===== config.mk =====
export PLATFORM = sky130hd
export DESIGN_NAME = alu_pipe
export DESIGN_NICKNAME = d
export VERILOG_FILES = /design/src/rtl/alu_pipe_pkg.sv /design/src/rtl/alu_pipe_core.sv /design/src/rtl/alu_pipe.sv
export SDC_FILE = /design/constraint.sdc
export NUM_CORES = 1
export LEC_CHECK = 0
export ABC_AREA = 0
export CORE_MARGIN = 4
export CORE_UTILIZATION = 51
export CTS_CLUSTER_SIZE = 20
export DETAILED_ROUTE_END_ITERATION = 7
export PLACE_DENSITY = 0.78
export SLEW_MARGIN = 40
export SYNTH_ARGS = -nofsm -noshare
export SYNTH_HDL_FRONTEND = slang
export SYNTH_SLANG_ARGS = --single-unit

===== constraint.sdc =====
create_clock -name clk_i -period 1.9 [get_ports clk_i]
set_input_delay 0.19 -clock clk_i [delete_from_list [all_inputs] [get_ports clk_i]]
set_output_delay 0.19 -clock clk_i [all_outputs]
set_load 0.02 [all_outputs]

===== src/rtl/alu_pipe_pkg.sv =====
// rtl/alu_pipe_pkg.sv - shared opcode, flag-index and flag-type definitions for alu_pipe
//
// Purpose : Opcode encodings, the bit positions of the status flags, and a
//           packed flags type that both the ALU core and the pipe use.
// Contents: OP_NAND..OP_MUL (4-bit opcodes), FLAG_Z/N/C/V bit indices,
//           flags_t = {overflow, carry, negative, zero}.
package alu_pipe_pkg;

  localparam logic [3:0] OP_NAND = 4'd0;
  localparam logic [3:0] OP_XOR  = 4'd1;
  localparam logic [3:0] OP_ADD  = 4'd2;
  localparam logic [3:0] OP_SRA  = 4'd3;
  localparam logic [3:0] OP_OR   = 4'd4;
  localparam logic [3:0] OP_SLL  = 4'd5;
  localparam logic [3:0] OP_NOTA = 4'd6;
  localparam logic [3:0] OP_SLTU = 4'd7;
  localparam logic [3:0] OP_SUB  = 4'd8;
  localparam logic [3:0] OP_SRL  = 4'd9;
  localparam logic [3:0] OP_SLT  = 4'd10;
  localparam logic [3:0] OP_AND  = 4'd11;
  localparam logic [3:0] OP_MUL  = 4'd12;

  localparam int FLAG_Z = 0;
  localparam int FLAG_N = 1;
  localparam int FLAG_C = 2;
  localparam int FLAG_V = 3;

  typedef struct packed {
    logic v;
    logic c;
    logic n;
    logic z;
  } flags_t;

endpackage


===== src/rtl/alu_pipe_core.sv =====
// rtl/alu_pipe_core.sv - combinational ALU datapath for alu_pipe
//
// Purpose : Computes result, status flags and the illegal-opcode indication
//           for one operand pair. Purely combinational; the pipe registers it.
// Macro   : ALU_MUL_EN - when defined, opcode 12 is an unsigned multiply;
//           otherwise opcode 12 is illegal and no multiplier exists.
// Ports   : a_i, b_i      WIDTH  operands (b_i is also the shift amount)
//           opcode_i      4      operation select
//           result_o      WIDTH  result
//           flags_o       4      {overflow, carry, negative, zero}
//           illegal_o     1      opcode unsupported
module alu_pipe_core
  import alu_pipe_pkg::*;
#(
  parameter int WIDTH = 8
) (
  input  logic [WIDTH-1:0] a_i,
  input  logic [WIDTH-1:0] b_i,
  input  logic [3:0]       opcode_i,
  output logic [WIDTH-1:0] result_o,
  output flags_t           flags_o,
  output logic             illegal_o
);

  localparam int MSB   = WIDTH - 1;
  // Wide enough to hold both b_i and the constant WIDTH without truncation.
  localparam int EXT_W = WIDTH + 32;

  logic [WIDTH:0]   w_sum;
  logic [WIDTH:0]   w_diff;
  logic             w_shift_big;
  logic [WIDTH-1:0] w_res;
  logic             w_c;
  logic             w_v;
  logic             w_ill;
  logic [3:0]       w_flags;

  assign w_sum       = {1'b0, a_i} + {1'b0, b_i};
  // Top bit of the extended difference is the unsigned borrow.
  assign w_diff      = {1'b0, a_i} - {1'b0, b_i};
  assign w_shift_big = (EXT_W'(b_i) >= EXT_W'(WIDTH));

`ifdef ALU_MUL_EN
  logic [2*WIDTH-1:0] w_prod;
  assign w_prod = {{WIDTH{1'b0}}, a_i} * {{WIDTH{1'b0}}, b_i};
`endif

  always_comb begin
    w_res = '0;
    w_c   = 1'b0;
    w_v   = 1'b0;
    w_ill = 1'b0;
    case (opcode_i)
      OP_NAND: w_res = ~(a_i & b_i);
      OP_XOR:  w_res = a_i ^ b_i;
      OP_ADD: begin
        w_res = w_sum[MSB:0];
        w_c   = w_sum[WIDTH];
        w_v   = (a_i[MSB] == b_i[MSB]) && (w_sum[MSB] != a_i[MSB]);
      end
      OP_SRA:  w_res = w_shift_big ? {WIDTH{a_i[MSB]}} : WIDTH'($signed(a_i) >>> b_i);
      OP_OR:   w_res = a_i | b_i;
      OP_SLL:  w_res = w_shift_big ? '0 : (a_i << b_i);
      OP_NOTA: w_res = ~a_i;
      OP_SLTU: w_res = {{(WIDTH-1){1'b0}}, (a_i < b_i)};
      OP_SUB: begin
        w_res = w_diff[MSB:0];
        w_c   = w_diff[WIDTH];
        w_v   = (a_i[MSB] != b_i[MSB]) && (w_diff[MSB] != a_i[MSB]);
      end
      OP_SRL:  w_res = w_shift_big ? '0 : (a_i >> b_i);
      OP_SLT:  w_res = {{(WIDTH-1){1'b0}}, ($signed(a_i) < $signed(b_i))};
      OP_AND:  w_res = a_i & b_i;
`ifdef ALU_MUL_EN
      OP_MUL: begin
        w_res = w_prod[MSB:0];
        w_c   = |w_prod[2*WIDTH-1:WIDTH];
      end
`endif
      default: w_ill = 1'b1;
    endcase
  end

  // Illegal ops leave w_res at 0, so zero=1 falls out naturally.
  always_comb begin
    w_flags         = '0;
    w_flags[FLAG_Z] = (w_res == '0);
    w_flags[FLAG_N] = w_res[MSB];
    w_flags[FLAG_C] = w_c;
    w_flags[FLAG_V] = w_v;
  end

  assign result_o  = w_res;
  assign flags_o   = flags_t'(w_flags);
  assign illegal_o = w_ill;

endmodule


===== src/rtl/alu_pipe.sv =====
// rtl/alu_pipe.sv - pipelined ALU with valid/ready handshake on both sides
//
// Purpose : Stage 1 computes via alu_pipe_core; stages 2..STAGES only
//           register. Back-pressure from ready_i stalls the chain without
//           dropping ops; completed outputs are counted.
// Macro   : ALU_MUL_EN (consumed by alu_pipe_core) enables opcode 12 MUL.
// Ports   : clk_i, rst_i (async, active-high)
//           valid_i/ready_o, first_i, second_i, opcode_i   input side
//           valid_o/ready_i, result_o, flags_o, illegal_o  output side
//           op_count_o  CNT_W  number of output transfers (wraps)
module alu_pipe
  import alu_pipe_pkg::*;
#(
  parameter int WIDTH  = 8,
  parameter int STAGES = 2,
  parameter int CNT_W  = 16
) (
  input  logic             clk_i,
  input  logic             rst_i,
  input  logic             valid_i,
  output logic             ready_o,
  input  logic [WIDTH-1:0] first_i,
  input  logic [WIDTH-1:0] second_i,
  input  logic [3:0]       opcode_i,
  output logic             valid_o,
  input  logic             ready_i,
  output logic [WIDTH-1:0] result_o,
  output logic [3:0]       flags_o,
  output logic             illegal_o,
  output logic [CNT_W-1:0] op_count_o
);

  logic [WIDTH-1:0]  w_core_result;
  flags_t            w_core_flags;
  logic              w_core_illegal;
  logic [STAGES-1:0] w_load;

  logic [STAGES-1:0] r_valid;
  logic [WIDTH-1:0]  r_result [STAGES];
  flags_t            r_flags  [STAGES];
  logic [STAGES-1:0] r_illegal;
  logic [CNT_W-1:0]  r_op_count;

  alu_pipe_core #(.WIDTH(WIDTH)) u_core (
    .a_i      (first_i),
    .b_i      (second_i),
    .opcode_i (opcode_i),
    .result_o (w_core_result),
    .flags_o  (w_core_flags),
    .illegal_o(w_core_illegal)
  );

  // Stage k loads unless it and every stage after it are occupied while the
  // consumer is stalled; this is the unrolled form of "empty or next loads".
  for (genvar k = 0; k < STAGES; k++) begin : g_load
    assign w_load[k] = ready_i || !(&r_valid[STAGES-1:k]);
  end

  always_ff @(posedge clk_i or posedge rst_i) begin
    if (rst_i) begin
      r_valid    <= '0;
      r_illegal  <= '0;
      r_op_count <= '0;
      for (int k = 0; k < STAGES; k++) begin
        r_result[k] <= '0;
        r_flags[k]  <= '0;
      end
    end else begin
      // Data registers only capture real ops; bubbles keep the old contents.
      if (w_load[0]) begin
        r_valid[0] <= valid_i;
        if (valid_i) begin
          r_result[0]  <= w_core_result;
          r_flags[0]   <= w_core_flags;
          r_illegal[0] <= w_core_illegal;
        end
      end
      for (int k = 1; k < STAGES; k++) begin
        if (w_load[k]) begin
          r_valid[k] <= r_valid[k-1];
          if (r_valid[k-1]) begin
            r_result[k]  <= r_result[k-1];
            r_flags[k]   <= r_flags[k-1];
            r_illegal[k] <= r_illegal[k-1];
          end
        end
      end
      if (r_valid[STAGES-1] && ready_i) begin
        r_op_count <= r_op_count + CNT_W'(1);
      end
    end
  end

  assign ready_o    = w_load[0];
  assign valid_o    = r_valid[STAGES-1];
  assign result_o   = r_result[STAGES-1];
  assign flags_o    = r_flags[STAGES-1];
  assign illegal_o  = r_illegal[STAGES-1];
  assign op_count_o = r_op_count;

endmodule


==> results of run 1 <==
[timing repair]
action                     in CTS  in global routing
resized for setup             177                 38
buffers inserted               25                  8
setup endpoints to repair      11                 11
pin swaps                      45                 19
[sequential cells by signal, summed over array words and instances (netlist names)]
signal	flops
op_count_o	16
r_valid	2
r_illegal	2
result_o	8
flags_o	3
r_flags	3
r_result	8
[cell usage after synthesis (6+ instances only)]
cell      count  area, µm²
buf_2        11       55.1
mux2i_1       8       80.1
and2_1        6       37.5
dfrtp_1      42       1050
nand3_1      16       80.1
clkbuf_1      9       33.8
a211oi_1      6       45.0
nor3_1       10       50.1
nand4_1       6       37.5
inv_1        26       97.6
nand2_1      52        195
o21ai_1       6       30.0
o21ai_0      23        115
mux4_2        6        135
nor2b_1       6       37.5
xnor2_1      14        123
nor2_1       42        158
buf_4        15        113
a21oi_1      29        145
ha_1         26        325
and3_1        6       37.5
mux2_2       14        158
nand2b_1     10       62.6
o211ai_1      9       67.6
[logic make-up (layout without fill, tap and decap cells)]
group                      Yosys count  count (layout)  synth area share
buffers and inverters               69             276            0.0925
adders and majority gates           28              28            0.0880
DFF                                 42              42             0.253
and+or+nand+nor                    187             187             0.241
muxes                               28              28            0.0898
xor gates and xnor gates            19              19            0.0401
AOI/OAI and AO/OA                  122             122             0.196
[where the power goes]
part	internal (W)	switching, W	total (W)	leakage [nW]
clock	0.000292	0.000324	0.000616	0.0472
combinational	0.000990	0.000970	0.00196	2.37
sequential	0.00106	0.000150	0.00121	0.540
[stage by stage]
stage	TNS [ns]	cells
final	-1.38	804
after global routing	-2.02	804
after CTS	-0.732	798
after detailed placement	-10.50	766
after global placement	-9.55	766
after floorplan	-1.81	495
[worst max-delay path, delay by kind of cell]
family,cells,cell delay (ns)
AO/OA/AOI/OAI,4,0.82
adder cells (fa/ha/maj),2,0.74
buffers and inverters,2,0.16
AND/OR/NAND/NOR,3,0.67
[final timing paths]
check / startpoint / end / cells after the start
min reg2reg: r_result[13] / r_result[13] / 2
max in group asynchronous: rst_i / op_count_o[4] / 3
min in group clk_i: opcode_i[3] / r_illegal[0] / 4
max reg2reg: r_valid[1] / r_flags[4] / 6
min: rst_i / op_count_o[10] / 3
max: first_i[0] / r_flags[4] / 11
[per-layer routing]
layer,track usage,share of wire,routed length [µm]
met5,0,0,0
met4,0.128,0.044,797
met3,0.0857,0.095,1720
met2,0.594,0.48,8640
met1,0.460,0.39,6990
[layout make-up]
type                    instances  area share
clock buffers                   6      0.0124
clock inverters                 2     0.00188
inverters                      28      0.0175
multi-input cells             384       0.484
flip-flops and latches         42       0.158
well taps                     102      0.0192
repair buffers                240       0.307
==> summary.txt, run 1 <==
Final RePlAce weighted congestion: 0.975
Fraction of registers with async set/reset: 1.00
Final Critical Period: 2.34 ns
DP HPWL: 12800 µm
Design area: 0.00665 mm²
Router iterations before antenna repair: 5
Drt initial violations: 502
Net count of the mapped netlist: 547
CTS tree: done
Starting Density: 0.532
Max Slew Vio Count: 0
Antenna viol nets, final: 0
Setup slack, reg-to-reg: -0.22 ns
Area occupied by multi-input gates: 0.00322 mm²
Fill cells: 438
Diodes inserted: 0
Yosys reg bits: 42
Net count reported at finish: 753
Worst hold margin: 0.342 ns
CP peak stage delay: 0.53 ns
Clock buffer count from CTS: 5
Clock Tree Buf Depth: 2
Finished Core Util: 0.852
Initial antenna violation count: 0
Placed Area: 0.00576 mm²
Power per cell area: 569 mW/mm²
Area growth syn-to-layout: 60.1%
Crit-path cells: buf_8, inv_1, ha_2, fa_2, nor3_1, a31oi_1, o22ai_2, a221o_1, nor4b_2, nor4bb_4, a32o_2
Highest clock rate: 0.427 GHz
Post-synthesis sequential area ratio: 0.253
Final Hold Vio Count: 0
DRT Wirelength: 18200 µm
Distinct cells, synth: 72
Worst Setup Start Kind: input port
Worst EP arrival: 2.58 ns
Max-slew headroom: 0.645
Syn Inst Count: 495
Period utilization: 1.23
RSZ-0062 raised after global routing: true
# rows: 32
Failing checks: negative setup slack
DR vias/cell: 6.30
Tot GR Track Use: 0.360
Setup crit end kind: flip-flop
Clk_skew: 0.00842 ns
Slew @ Worst Pin: 0.526 ns
Hold/Removal Path Class: in -> async
Vias in the first global route: 5107
Leading cell type in the layout, fill and taps excluded: buf_4
Die height: 98.2 µm
Status: finished, violations left
Data required, critical path: 2.13 ns
Number of synthesized flops with an enable pin: 0
Vias: 5062
Main synth FF type: dfrtp_1
Htree depth: 2
Synthesized cell area: 0.00415 mm²
WL/cell: 22.6 µm
DP Worst Slack: -1.35 ns
Setup WS post-layout: -0.441 ns
Total leakage power: 2.96 nW
Die Wd: 98.2 µm
Top-level port count: 55
Clk Latency, worst-skew pair: 0.30 ns
Sink Count: 42
First-pass GRT wire length: 27600 µm
Post-CTS Hold Buffers: 0
Global route overflow: 0
Total Power: 0.00378 W
Maximum VDD drop: 485 µV
Synth Area per Inst: 8.39 µm²
Sequential cell area: 0.00105 mm²
Layout cells sized above 1: 0.472
Finish-stage setup viols: 10
DR DRC count: 0
CP max-delay cell: fa_2
Crit path max fanout: 4
Clock transition at path regs: 0.08 ns
YS warnings: 0
Die footprint: 0.00965 mm²
# Max-Cap Violations: 0
Clk root buf: clkbuf_8
Largest net degree at the start of global routing: 43
Most frequent cells in the layout: 159 x buf_4, 49 x nand2_1, 42 x dfrtp_1
I/O Buffers: 54
Total core area: 0.00781 mm²
CP Class: in -> reg
(Power assumes the default switching activity.)
==> run 2: changes to the inputs <==
- CORE_ASPECT_RATIO: default -> 0.7
==> run 2 against run 1 <==
  * The run still ends with negative setup slack left
  * Worst hold slack better by 0.0016 ns
  * Non-clock buffer count down 1
  * Register-to-register slack better by 0.12 ns
  * Setup slack better by 0.019 ns
  * Cell count down 0.25%
  * Clock skew down 0.0028 ns
  * Critical path depth up 2
  * Critical path type unchanged
  * Largest power group unchanged
==> summary.txt, run 2 (synthesis results as in run 1) <==
Layout cells sized above 1: 0.479 (was 0.472)
# placed instances: 754 (was 766)
Period utilization: 1.22 (was 1.23)
Net count reported at finish: 752 (was 753)
Clk root buf: clkbuf_16 (was clkbuf_8)
FF-to-FF End: r_flags[4] (unchanged)
Power per cell area: 605 mW/mm² (was 569 mW/mm²)
Diodes inserted: 0 (unchanged)
WL/cell: 21.6 µm (was 22.6 µm)
Setup crit end kind: flip-flop (unchanged)
Vias: 4935 (was 5062)
Max-slew headroom: 0.640 (was 0.645)
Die height: 83.5 µm (was 98.2 µm)
Clk_skew: 0.00566 ns (was 0.00842 ns)
Antenna viol nets, final: 0 (unchanged)
# rows: 27 (was 32)
Clk Latency, worst-skew pair: 0.29 ns (was 0.30 ns)
I/O Buffers: 54 (unchanged)
# Max-Cap Violations: 0 (unchanged)
Data required, critical path: 2.13 ns (about the same)
Reg2reg path depth: 6 (unchanged)
CTS tree: done (unchanged)
Starting Density: 0.525 (was 0.532)
Largest net degree at the start of global routing: 43 (unchanged)
Top-level port count: 55 (unchanged)
Sink Count: 42 (unchanged)
Largest register FFs: 16 (unchanged)
Vias in the first global route: 4761 (was 5107)
Setup WS post-layout: -0.422 ns (was -0.441 ns)
RSZ-0062 raised after global routing: true (unchanged)
DR vias/cell: 6.15 (was 6.30)
Clock buffer count from CTS: 5 (unchanged)
Failing checks: negative setup slack (unchanged)
Hold/Removal Path Class: in -> async (unchanged)
Final RePlAce weighted congestion: 0.966 (was 0.975)
Worst Setup Start Kind: input port (unchanged)
DRT Wirelength: 17400 µm (was 18200 µm)
DR DRC count: 0 (unchanged)
Status: finished, violations left (unchanged)
Area growth syn-to-layout: 61.5% (was 60.1%)
Max Slew Vio Count: 0 (unchanged)
Tot GR Track Use: 0.348 (was 0.360)
Finished Layout Cells: 802 (was 804)
Final Critical Period: 2.32 ns (was 2.34 ns)
Slew @ Worst Pin: 0.539 ns (was 0.526 ns)
Most frequent cells in the layout: 158 x buf_4, 51 x nand2_1, 42 x dfrtp_1 (was 159 x buf_4, 49 x nand2_1, 42 x dfrtp_1)
Die Wd: 116 µm (was 98.2 µm)
First-pass GRT wire length: 26200 µm (was 27600 µm)
Drt initial violations: 640 (was 502)
Clock transition at path regs: 0.06 ns (was 0.08 ns)
DP HPWL: 12200 µm (was 12800 µm)
Worst EP arrival: 2.55 ns (was 2.58 ns)
Finished Core Util: 0.849 (was 0.852)
Crit path max fanout: 3 (was 4)
Htree depth: 2 (unchanged)
Post-CTS Hold Buffers: 0 (unchanged)
Global route overflow: 0 (unchanged)
Router iterations before antenna repair: 6 (was 5)
Final Hold Vio Count: 0 (unchanged)
Reg-to-Reg Start: r_valid[1] (unchanged)
Leading cell type in the layout, fill and taps excluded: buf_4 (unchanged)
Setup slack, reg-to-reg: -0.10 ns (was -0.22 ns)
Highest clock rate: 0.431 GHz (was 0.427 GHz)
Total core area: 0.00791 mm² (was 0.00781 mm²)
Clock Tree Buf Depth: 2 (unchanged)
CP Class: in -> reg (unchanged)
Maximum VDD drop: 697 µV (was 485 µV)
Total leakage power: 2.98 nW (was 2.96 nW)
Die footprint: 0.00967 mm² (was 0.00965 mm²)
Finish-stage setup viols: 10 (unchanged)
Initial antenna violation count: 0 (unchanged)
-- run 2: metrics by stage --
stage	cell area, µm²	hold WS, ns	setup WS (ns)	setup TNS [ns]	power [W]
2_1_floorplan	4180	0.298	-0.517	-1.81	0.00211
3_3_place_gp	5670	0.450	-1.20	-9.66	0.00280
3_5_place_dp	5670	0.465	-1.28	-10.39	0.00286
4_1_cts	6450	0.359	-0.326	-1.14	0.00390
5_1_grt	6710	0.400	-0.496	-2.34	0.00424
6_report	6710	0.343	-0.422	-1.78	0.00406
-- run 2: repair_timing --
action,4_1_cts,5_1_grt
endpoints found under the setup margin,11,11
gates resized for setup,175,53
pin swaps,45,24
buffers inserted,28,15
cloned,1,1
endpoints found under the hold margin,0,0
-- run 2: critical path: stages --
cell and delay (ns):
buf_8 0.11, buf_6 0.11, ha_4 0.15, fa_2 0.35
o21bai_1 0.18, a21oi_2 0.10, buf_4 0.14, a21boi_1 0.13
nor2_1 0.07, o21ai_0 0.25, nor4b_2 0.27, nor4bb_4 0.26
a32o_2 0.21
-- run 2: final cells by class --
| class | count | area, µm² |
|---|---|---|
| Tap cell | 101 | 126 |
| Multi-Input combinational cell | 384 | 3250 |
| Fill cell | 453 | 1200 |
| Inverter | 28 | 113 |
| Clock inverter | 3 | 23.8 |
| Timing Repair Buffer | 239 | 2020 |
| Clock buffer | 5 | 125 |
| Sequential cell | 42 | 1050 |
-- run 2: worst max-delay path by stage --
stage               slack (ns)     endpoint        start
global route             -0.50   r_flags[4]  second_i[0]
detailed placement       -1.28   r_flags[4]   first_i[0]
floorplan                -0.52   r_flags[4]  second_i[1]
finish                   -0.42   r_flags[4]  second_i[0]
global placement         -1.20  r_result[8]  second_i[0]
CTS                      -0.33   r_flags[4]  second_i[0]
-- run 2: power by group --
group | switching, W | internal [W]
clock | 0.000363 | 0.000491
combinational | 0.000995 | 0.00100
sequential | 0.000146 | 0.00106
total | 0.00150 | 0.00255
-- run 2: routing by layer --
layer / global-route usage / vias up / part of all wire
li1: - / 2192 / -
met1: 0.519 / 2370 / 0.42
met2: 0.507 / 337 / 0.43
met3: 0.111 / 36 / 0.13
met4: 0.0421 / 0 / 0.018
met5: 0 / - / 0
==> run 3: changes to the inputs <==
- REMOVE_ABC_BUFFERS: default -> 1
==> run 3 against run 2 <==
  * The flow still finishes with violations (negative setup slack)
  * Clock power rose by 2%
  * Worst hold slack improved by 0.035 ns
  * Die area did not move
  * Register-to-register slack improved by 0.09 ns
  * Maximum frequency rose by 1.2%
  * Combinational power barely moved
  * First-iteration DRC count rose by 16%
  * Clock-buffer cell count rose by 1
  * Largest cell class unchanged
  * Largest power group unchanged
==> summary.txt, run 3 (synthesis results as in run 1) <==
Worst hold margin: 0.379 ns (was 0.343 ns)
Die Wd: 116 µm (unchanged)
Max-slew headroom: 0.481 (was 0.640)
Clock Tree Buf Depth: 2 (unchanged)
Total leakage power: 3.02 nW (was 2.98 nW)
# Max-Cap Violations: 0 (unchanged)
Cell Int Power: 0.00257 W (was 0.00255 W)
Tot GR Track Use: 0.374 (was 0.348)
Sink Count: 42 (unchanged)
Htree depth: 2 (unchanged)
Net count reported at finish: 757 (was 752)
Diodes inserted: 0 (unchanged)
Layout cells sized above 1: 0.487 (was 0.479)
Initial antenna violation count: 0 (unchanged)
CP peak stage delay: 0.53 ns (was 0.35 ns)
P_sw: 0.00152 W (was 0.00150 W)
First-pass GRT wire length: 28000 µm (was 26200 µm)
Final RePlAce weighted congestion: 0.981 (was 0.966)
Die footprint: 0.00967 mm² (unchanged)
I/O Buffers: 54 (unchanged)
Vias in the first global route: 5047 (was 4761)
Fill cells: 431 (was 453)
DP Worst Slack: -1.19 ns (was -1.28 ns)
Finished Layout Cells: 807 (was 802)
Router iterations before antenna repair: 6 (unchanged)
Crit path max fanout: 4 (was 3)
Global route overflow: 0 (unchanged)
DR vias/cell: 6.46 (was 6.15)
Total core area: 0.00791 mm² (unchanged)
Area growth syn-to-layout: 63.7% (was 61.5%)
Finish-stage setup viols: 10 (unchanged)
CP Class: in -> reg (unchanged)
Design area: 0.00680 mm² (was 0.00671 mm²)
Final Hold Vio Count: 0 (unchanged)
Reg2reg path depth: 6 (unchanged)
Setup slack, reg-to-reg: -0.01 ns (was -0.10 ns)
Highest clock rate: 0.436 GHz (was 0.431 GHz)
Starting Density: 0.525 (unchanged)
Most frequent cells in the layout: 164 x buf_4, 49 x nand2_1, 42 x dfrtp_1 (was 158 x buf_4, 51 x nand2_1, 42 x dfrtp_1)
Hold/Removal Path Class: in -> async (unchanged)
Crit-path cells: buf_12, buf_6, ha_4, fa_2, nor3_2, a31oi_2, o22ai_4, a221o_1, nor4b_2, nor4bb_2, a32o_2 (was buf_8, buf_6, ha_4, fa_2, o21bai_1, a21oi_2, buf_4, a21boi_1, nor2_1, o21ai_0, nor4b_2, nor4bb_4, a32o_2)
Maximum VDD drop: 957 µV (was 697 µV)
Data required, critical path: 2.13 ns (about the same)
Leading cell type in the layout, fill and taps excluded: buf_4 (unchanged)
Clk Latency, worst-skew pair: 0.29 ns (about the same)
Clk root buf: clkbuf_16 (unchanged)
Clock transition at path regs: 0.06 ns (about the same)
DP HPWL: 12700 µm (was 12200 µm)
FF-to-FF End: r_flags[4] (unchanged)
Drt initial violations: 741 (was 640)
Worst Setup Start Kind: input port (unchanged)
Vias: 5217 (was 4935)
CTS tree: done (unchanged)
Slew @ Worst Pin: 0.772 ns (was 0.539 ns)
Post-CTS Hold Buffers: 0 (unchanged)
Die height: 83.5 µm (unchanged)
Worst EP arrival: 2.52 ns (was 2.55 ns)
Power per cell area: 601 mW/mm² (was 605 mW/mm²)
RSZ-0062 raised after global routing: true (unchanged)
Max Slew Vio Count: 0 (unchanged)
Sequential share of power: 0.295 (was 0.298)
Switching Share: 0.372 (was 0.371)
Largest register FFs: 16 (unchanged)
Clk_skew: 0.00585 ns (was 0.00566 ns)
Final Critical Period: 2.29 ns (was 2.32 ns)
Status: finished, violations left (unchanged)
Setup WS post-layout: -0.393 ns (was -0.422 ns)
WL/cell: 23.9 µm (was 21.6 µm)
Antenna viol nets, final: 0 (unchanged)
Period utilization: 1.21 (was 1.22)
DRT Wirelength: 19300 µm (was 17400 µm)
Largest net degree at the start of global routing: 43 (unchanged)
Placed Area: 0.00573 mm² (was 0.00567 mm²)
Reg-to-Reg Start: r_valid[0] (was r_valid[1])
CP max-delay cell: fa_2 (unchanged)
# placed instances: 763 (was 754)
Clock buffer count from CTS: 5 (unchanged)
# rows: 27 (unchanged)
Clock Power Share: 0.214 (was 0.210)
DR DRC count: 0 (unchanged)
Finished Core Util: 0.860 (was 0.849)
Setup crit end kind: flip-flop (unchanged)
Power share of the combinational group: 0.492 (about the same)
Failing checks: negative setup slack (unchanged)
Top-level port count: 55 (unchanged)
[run 3: cell types whose count changed in the layout (fill, tap and decap cells not counted), sizes merged]
| cell | delta |
|---|---|
| buf | +6 |
| clkbuf | -3 |
| clkdlybuf4s15 | +2 |
| clkinv | +1 |
| clkinvlp | -2 |
| dlygate4sd2 | +1 |
[run 3: power by group through the flow]
stage,clock (W),combinational [W],sequential (W)
after CTS,0.000878,0.00184,0.00120
final,0.000873,0.00201,0.00120
after global placement,0,0.00162,0.00119
after floorplan,0,0.000588,0.00135
after detailed placement,0,0.00165,0.00121
after global routing,0.000927,0.00210,0.00122
[run 3: stage by stage]
| stage | TNS [ns] | total power [W] |
|---|---|---|
| final | -1.93 | 0.00409 |
| after global routing | -2.55 | 0.00425 |
| after CTS | -0.933 | 0.00391 |
| after detailed placement | -10.46 | 0.00286 |
| after global placement | -10.20 | 0.00281 |
| after floorplan | -0.877 | 0.00194 |
[run 3: what timing repair did]
action	in CTS	in global routing
setup endpoints to repair	11	11
cloned	1	0
pin swaps	45	25
setup buffers	25	13
resized for setup	175	57
[run 3: metal layers]
layer	up-vias	wire, µm	track usage
li1	2194	-	-
met1	2505	7730	0.538
met2	434	8170	0.547
met3	84	2760	0.131
met4	0	591	0.0706
met5	-	0	0
[run 3: worst max-delay path, delay by kind of cell]
kind / cells / cell delay, ns
AO/OA/AOI/OAI: 4 / 0.84
adder cells (fa/ha/maj): 2 / 0.69
AND/OR/NAND/NOR: 3 / 0.58
buffers and inverters: 2 / 0.22
[run 3: layout make-up]
cell class / instances / area (µm²) / share of cell area
multi-input combinational: 384 / 3280 / 0.483
inverter: 28 / 113 / 0.0166
clock inverter: 2 / 12.5 / 0.00184
clock buffer: 6 / 139 / 0.0204
sequential: 42 / 1050 / 0.155
tap: 101 / 126 / 0.0186
timing repair buffer: 244 / 2070 / 0.305
[run 3: how the worst max path moves through the flow]
stage / to / cells after the start / from
final: r_flags[4] / 11 / second_i[0]
after global routing: r_flags[4] / 14 / first_i[6]
after CTS: r_flags[4] / 11 / second_i[0]
after detailed placement: r_flags[4] / 12 / second_i[0]
after global placement: r_flags[4] / 12 / second_i[0]
after floorplan: r_flags[4] / 9 / first_i[0]
